<file path="config.mk">
export PLATFORM = sky130hd
export DESIGN_NAME = ring_nic
export DESIGN_NICKNAME = d
export VERILOG_FILES = /design/src/rtl/nic_pkg.sv /design/src/rtl/nic_fifo.sv /design/src/rtl/ring_nic.sv
export SDC_FILE = /design/constraint.sdc
export NUM_CORES = 1
export LEC_CHECK = 0
export BUFFER_PORTS_ARGS = -buffer_cell sky130_fd_sc_hd__clkbuf_2
export CORE_ASPECT_RATIO = 0.75
export CORE_UTILIZATION = 57
export CTS_CLUSTER_DIAMETER = 30
export DETAILED_ROUTE_END_ITERATION = 6
export GPL_ROUTABILITY_DRIVEN = 0
export PLACE_DENSITY = 0.86
export SYNTH_ARGS = -nofsm -noshare
export SYNTH_HDL_FRONTEND = slang
export SYNTH_HIERARCHICAL = 1
export SYNTH_SLANG_ARGS = --single-unit
export TNS_END_PERCENT = 1
</file>
<file path="constraint.sdc">
create_clock -name clk -period 6.5 [get_ports clk]
set_clock_uncertainty 0.05 [all_clocks]
set_input_delay 1.3 -clock clk [delete_from_list [all_inputs] [get_ports clk]]
set_output_delay 1.3 -clock clk [all_outputs]
set_load 0.02 [all_outputs]
</file>
<file path="src/rtl/nic_pkg.sv">
// Shared packet-field positions and register-map addresses for the ring NIC.
package nic_pkg;

  localparam int unsigned VC_BIT   = 63;
  localparam int unsigned DIR_BIT  = 30;
  localparam int unsigned HOP_MSB  = 25;
  localparam int unsigned HOP_LSB  = 18;
  localparam int unsigned SRC_MSB  = 15;
  localparam int unsigned SRC_LSB  = 0;

  // Position of the optional statistics counter in a status read.
  localparam int unsigned STAT_MSB = 47;
  localparam int unsigned STAT_LSB = 32;

  typedef enum logic [1:0] {
    ADDR_RX_DATA = 2'b00,
    ADDR_RX_STAT = 2'b01,
    ADDR_TX_DATA = 2'b10,
    ADDR_TX_STAT = 2'b11
  } nic_addr_e;

endpackage

</file>
<file path="src/rtl/nic_fifo.sv">
// Circular packet FIFO; push into a full FIFO and pop from an empty one are ignored.
module nic_fifo #(
  parameter int unsigned DEPTH = 2,
  parameter int unsigned PKT_W = 64
) (
  input  logic                   clk,
  input  logic                   reset,
  input  logic                   push,
  input  logic                   pop,
  input  logic [PKT_W-1:0]       din,
  output logic [PKT_W-1:0]       dout,
  output logic                   full,
  output logic                   empty,
  output logic [$clog2(DEPTH):0] count
);

  localparam int unsigned PTR_W = (DEPTH > 1) ? $clog2(DEPTH) : 1;
  localparam int unsigned CNT_W = $clog2(DEPTH) + 1;

  logic [PTR_W-1:0] wr_ptr_q, wr_ptr_d;
  logic [PTR_W-1:0] rd_ptr_q, rd_ptr_d;
  logic [CNT_W-1:0] count_q, count_d;
  logic [PKT_W-1:0] mem_q [DEPTH];
  logic [PKT_W-1:0] mem_d [DEPTH];
  logic             do_push, do_pop;

  function automatic logic [PTR_W-1:0] next_ptr(input logic [PTR_W-1:0] p);
    return (p == PTR_W'(DEPTH - 1)) ? '0 : p + PTR_W'(1);
  endfunction

  assign full  = (count_q == CNT_W'(DEPTH));
  assign empty = (count_q == '0);
  assign count = count_q;
  assign dout  = mem_q[rd_ptr_q];

  always_comb begin
    do_push  = push & ~full;
    do_pop   = pop & ~empty;
    wr_ptr_d = do_push ? next_ptr(wr_ptr_q) : wr_ptr_q;
    rd_ptr_d = do_pop  ? next_ptr(rd_ptr_q) : rd_ptr_q;
    case ({do_push, do_pop})
      2'b10:   count_d = count_q + CNT_W'(1);
      2'b01:   count_d = count_q - CNT_W'(1);
      default: count_d = count_q;
    endcase
    mem_d = mem_q;
    if (do_push) mem_d[wr_ptr_q] = din;
  end

  always_ff @(posedge clk or posedge reset) begin
    if (reset) begin
      wr_ptr_q <= '0;
      rd_ptr_q <= '0;
      count_q  <= '0;
      mem_q    <= '{default: '0};
    end else begin
      wr_ptr_q <= wr_ptr_d;
      rd_ptr_q <= rd_ptr_d;
      count_q  <= count_d;
      mem_q    <= mem_d;
    end
  end

endmodule

</file>
<file path="src/rtl/ring_nic.sv">
// Processor <-> ring-router PE network interface with polarity-gated injection.
// Define NIC_STATS_EN to add tx_sent/rx_recv counters reported in status reads.
module ring_nic
  import nic_pkg::*;
#(
  parameter int unsigned DEPTH = 2,
  parameter int unsigned PKT_W = 64
) (
  input  logic             clk,
  input  logic             reset,
  input  logic [1:0]       addr,
  input  logic [PKT_W-1:0] d_in,
  output logic [PKT_W-1:0] d_out,
  input  logic             nicEn,
  input  logic             nicWrEn,
  input  logic             net_si,
  output logic             net_ri,
  input  logic [PKT_W-1:0] net_di,
  output logic             net_so,
  input  logic             net_ro,
  output logic [PKT_W-1:0] net_do,
  input  logic             net_polarity
);

  localparam int unsigned CNT_W = $clog2(DEPTH) + 1;

  logic [PKT_W-1:0] rx_head, tx_head;
  logic             rx_full, rx_empty, tx_full, tx_empty;
  logic [CNT_W-1:0] rx_count, tx_count;
  logic             rx_rd, tx_wr;
  logic [PKT_W-1:0] d_out_q, d_out_d;
  logic             tx_drop_q, tx_drop_d;
  logic             unused_flags;

  assign rx_rd  = nicEn & ~nicWrEn & (addr == ADDR_RX_DATA);
  assign tx_wr  = nicEn &  nicWrEn & (addr == ADDR_TX_DATA);
  assign net_ri = (rx_count != CNT_W'(DEPTH));
  assign net_so = ~tx_empty & net_ro & (tx_head[VC_BIT] == net_polarity);
  assign net_do = tx_empty ? '0 : tx_head;
  assign d_out  = d_out_q;
  assign unused_flags = rx_full ^ (^tx_count);

  nic_fifo #(.DEPTH(DEPTH), .PKT_W(PKT_W)) u_rx (
    .clk   (clk),
    .reset (reset),
    .push  (net_si & net_ri),
    .pop   (rx_rd),
    .din   (net_di),
    .dout  (rx_head),
    .full  (rx_full),
    .empty (rx_empty),
    .count (rx_count)
  );

  // tx fullness is sampled before the edge, so a same-cycle router pop never frees room for a write.
  nic_fifo #(.DEPTH(DEPTH), .PKT_W(PKT_W)) u_tx (
    .clk   (clk),
    .reset (reset),
    .push  (tx_wr & ~tx_full),
    .pop   (net_so),
    .din   (d_in),
    .dout  (tx_head),
    .full  (tx_full),
    .empty (tx_empty),
    .count (tx_count)
  );

`ifdef NIC_STATS_EN
  logic [15:0] tx_sent_q, tx_sent_d;
  logic [15:0] rx_recv_q, rx_recv_d;

  always_comb begin
    tx_sent_d = tx_sent_q + {15'b0, net_so};
    rx_recv_d = rx_recv_q + {15'b0, net_si & net_ri};
  end

  always_ff @(posedge clk or posedge reset) begin
    if (reset) begin
      tx_sent_q <= '0;
      rx_recv_q <= '0;
    end else begin
      tx_sent_q <= tx_sent_d;
      rx_recv_q <= rx_recv_d;
    end
  end
`endif

  always_comb begin
    d_out_d   = d_out_q;
    tx_drop_d = tx_drop_q;
    if (nicEn && !nicWrEn) begin
      d_out_d = '0;
      case (addr)
        ADDR_RX_DATA: if (!rx_empty) d_out_d = rx_head;
        ADDR_RX_STAT: begin
          d_out_d[0] = ~rx_empty;
`ifdef NIC_STATS_EN
          d_out_d[STAT_MSB:STAT_LSB] = rx_recv_q;
`endif
        end
        ADDR_TX_STAT: begin
          d_out_d[1:0] = {tx_drop_q, tx_full};
          tx_drop_d    = 1'b0;
`ifdef NIC_STATS_EN
          d_out_d[STAT_MSB:STAT_LSB] = tx_sent_q;
`endif
        end
        default: ;
      endcase
    end
    if (tx_wr && tx_full) tx_drop_d = 1'b1;
  end

  always_ff @(posedge clk or posedge reset) begin
    if (reset) begin
      d_out_q   <= '0;
      tx_drop_q <= 1'b0;
    end else begin
      d_out_q   <= d_out_d;
      tx_drop_q <= tx_drop_d;
    end
  end

endmodule

</file>
==> results.sh <==
export IMPL_status="finished with violations"
export IMPL_violations="design-rule violations"
export IMPL_postRouteAntennaNets=0
export IMPL_path_clk_slew_ns=0.05
export IMPL_clock_latency_ns=0.55
export IMPL_worstMarginPinSlew_ns=1.02
export IMPL_start_util_pct=57.9
export IMPL_crit_path_end="net_so"
export IMPL_worstSetupStartpoint="u_tx/rd_ptr_q"
export IMPL_r2r_end="u_tx/count[1]"
export IMPL_hold_worst_slack_ns=0.434
export IMPL_p_per_area_nw_per_um2=562
export IMPL_antennaDiodeCount=0
export IMPL_viasPerCell=5.41
export IMPL_post_cts_resized=0
export IMPL_cp_arrival_ns=3.01
export IMPL_dp_cells=1528
export IMPL_cp_slowest_cell="dfrtp_2"
export IMPL_busiest_layer="met2"
export IMPL_p_leak_nw=9.45
export IMPL_worstSetupPathType="flop to output port"
export IMPL_syn_nets=1104
export IMPL_final_period_utilization_pct=67.1
export IMPL_fp_dieArea_um2=28000
export IMPL_cts_root_buf="clkbuf_16"
export IMPL_grt_pass1_wl_um=53200
export IMPL_avgSynthCellArea_um2=16.2
export IMPL_rsz0062_at_grt="false"
export IMPL_critPathRequiredTime_ns=5.15
export IMPL_clk_path_buf_depth=3
export IMPL_post_route_util_pct=69.6
export IMPL_ioPinCount=267
export IMPL_clock_fmax_ghz=0.229
export IMPL_layout_min_cycle_time_ns=4.36
export IMPL_vias=8830
export IMPL_wl_per_cell_um=20.0
export IMPL_endpoint_kind="output port"
export IMPL_cts_buffers=56
export IMPL_hold_path_class="flop to flop"
export IMPL_final_nets=1379
export IMPL_grt_use_met3_pct=5.44
export IMPL_rows=52
export IMPL_crit_chain="buf_4, mux2_2, xor2_1, nor3b_1, clkbuf_2"
export IMPL_synth_area_um2=15600
export IMPL_use_met2_pct=37.2
export IMPL_slowest_delay_ns=0.77
export IMPL_io_buffer_count=266
export IMPL_antenna_found_initial=0
export IMPL_grt_max_degree=80
export IMPL_grt_pass1_vias=9890
export IMPL_clock_sinks=329
export IMPL_drc_errors=14
export IMPL_stdcell_count=1632
export IMPL_finalHoldViolCount=0
export IMPL_dr_pass1_iters=7
export IMPL_vdd_ir_drop_worst_mv=0.318
export IMPL_cts_max_level=2
export IMPL_worst_setup_path_start_kind="flop"
export IMPL_cts_tree="yes"
export IMPL_cts_hold_buf=0
export IMPL_die_height_um=145
export IMPL_drtIter0Drc=346
export IMPL_slew_violations=0
export IMPL_grt_overflow=0
export IMPL_postSynthCellCount=960
export IMPL_yosysWarnings=6
export IMPL_rrSetupSlack_ns=3.24
export IMPL_drive_above_1_share_pct=60.7
export IMPL_power_mw=10.5
export IMPL_cts_setup_buffers=0
export IMPL_setup_viol=0
export IMPL_syn2layout_area_growth_pct=20.3
export IMPL_fp_dieW_um=193
export IMPL_slew_headroom_pct=32.2
export IMPL_use_met1_pct=32.8
export IMPL_timing_rr_start="u_tx/rd_ptr_q"
export IMPL_finalSetupTns_ns=0
export IMPL_wirelength_um=32700
export IMPL_core_area_um2=26900
export IMPL_cap_viol_max_count=0
export IMPL_ff2ff_path_depth=8
export IMPL_place_hpwl_um=19900
export IMPL_grtUsageTotal_pct=23.9
export IMPL_path_max_fanout=40
## routing by layer
metal / routed length (um) / share of wire (%)
met2: 15400 / 47
met4: 868 / 2.7
met3: 1710 / 5.2
met5: 0 / 0
met1: 14700 / 45
## registers in the layout, summed over array words and instances, names as in the netlist
signal,count
u_rx/count,2
u_tx/rd_ptr_q,1
u_rx/rd_ptr_q,1
tx_drop_q,1
u_tx/mem_q,128
u_tx/count,2
d_out,64
u_rx/mem_q,128
u_rx/wr_ptr_q,1
u_tx/wr_ptr_q,1
## critical path: cells and delay by family (launching register included)
kind	cells	cell delay, ns
flip-flops	1	0.77
AND/OR/NAND/NOR	1	0.28
buffers and inverters	2	0.82
XOR/XNOR	1	0.14
multiplexers	1	0.42
## power breakdown
| part | internal (mW) | switching [mW] | total [mW] |
|---|---|---|---|
| Clock | 2.01 | 1.09 | 3.10 |
| Sequential | 2.96 | 0.564 | 3.52 |
| Combinational | 2.26 | 1.66 | 3.92 |
## cell type report
class	count	area (um2)
Clock buffer	64	1490
Clock inverter	40	520
Fill cell	1837	8190
Inverter	8	35.0
Multi-Input combinational cell	560	6580
Sequential cell	329	8240
Tap cell	351	439
Timing Repair Buffer	280	1440
## how the worst min path moves through the flow
stage	startpoint	end	slack, ns	cells after the start
CTS	d_out[1]	d_out[1]	0.44	2
finish	d_out[1]	d_out[1]	0.43	2
detailed placement	d_out[1]	d_out[1]	0.43	2
floorplan	u_rx/wr_ptr_q	u_rx/wr_ptr_q	0.41	1
global route	u_tx/mem_q[56]	u_tx/mem_q[56]	0.47	1
global placement	d_out[0]	d_out[0]	0.42	2
## per-stage QoR
| stage | worst slack, ns | cell area (um2) |
|---|---|---|
| after floorplan | 1.62 | 15600 |
| after global placement | 2.73 | 16700 |
| after detailed placement | 2.68 | 16700 |
| after CTS | 2.14 | 18700 |
| after global routing | 2.04 | 18700 |
| final | 2.14 | 18700 |
## layout by cell type (no fill, tap or decap), types with 8 or more instances in the layout
cell type,n
nor2b_1,66
inv_6,9
a22o_1,62
dfrtp_1,327
clkbuf_2,266
mux2_4,240
buf_4,14
bufinv_16,8
mux2_2,144
clkbuf_16,57
Power figures use the tool's default switching activity.
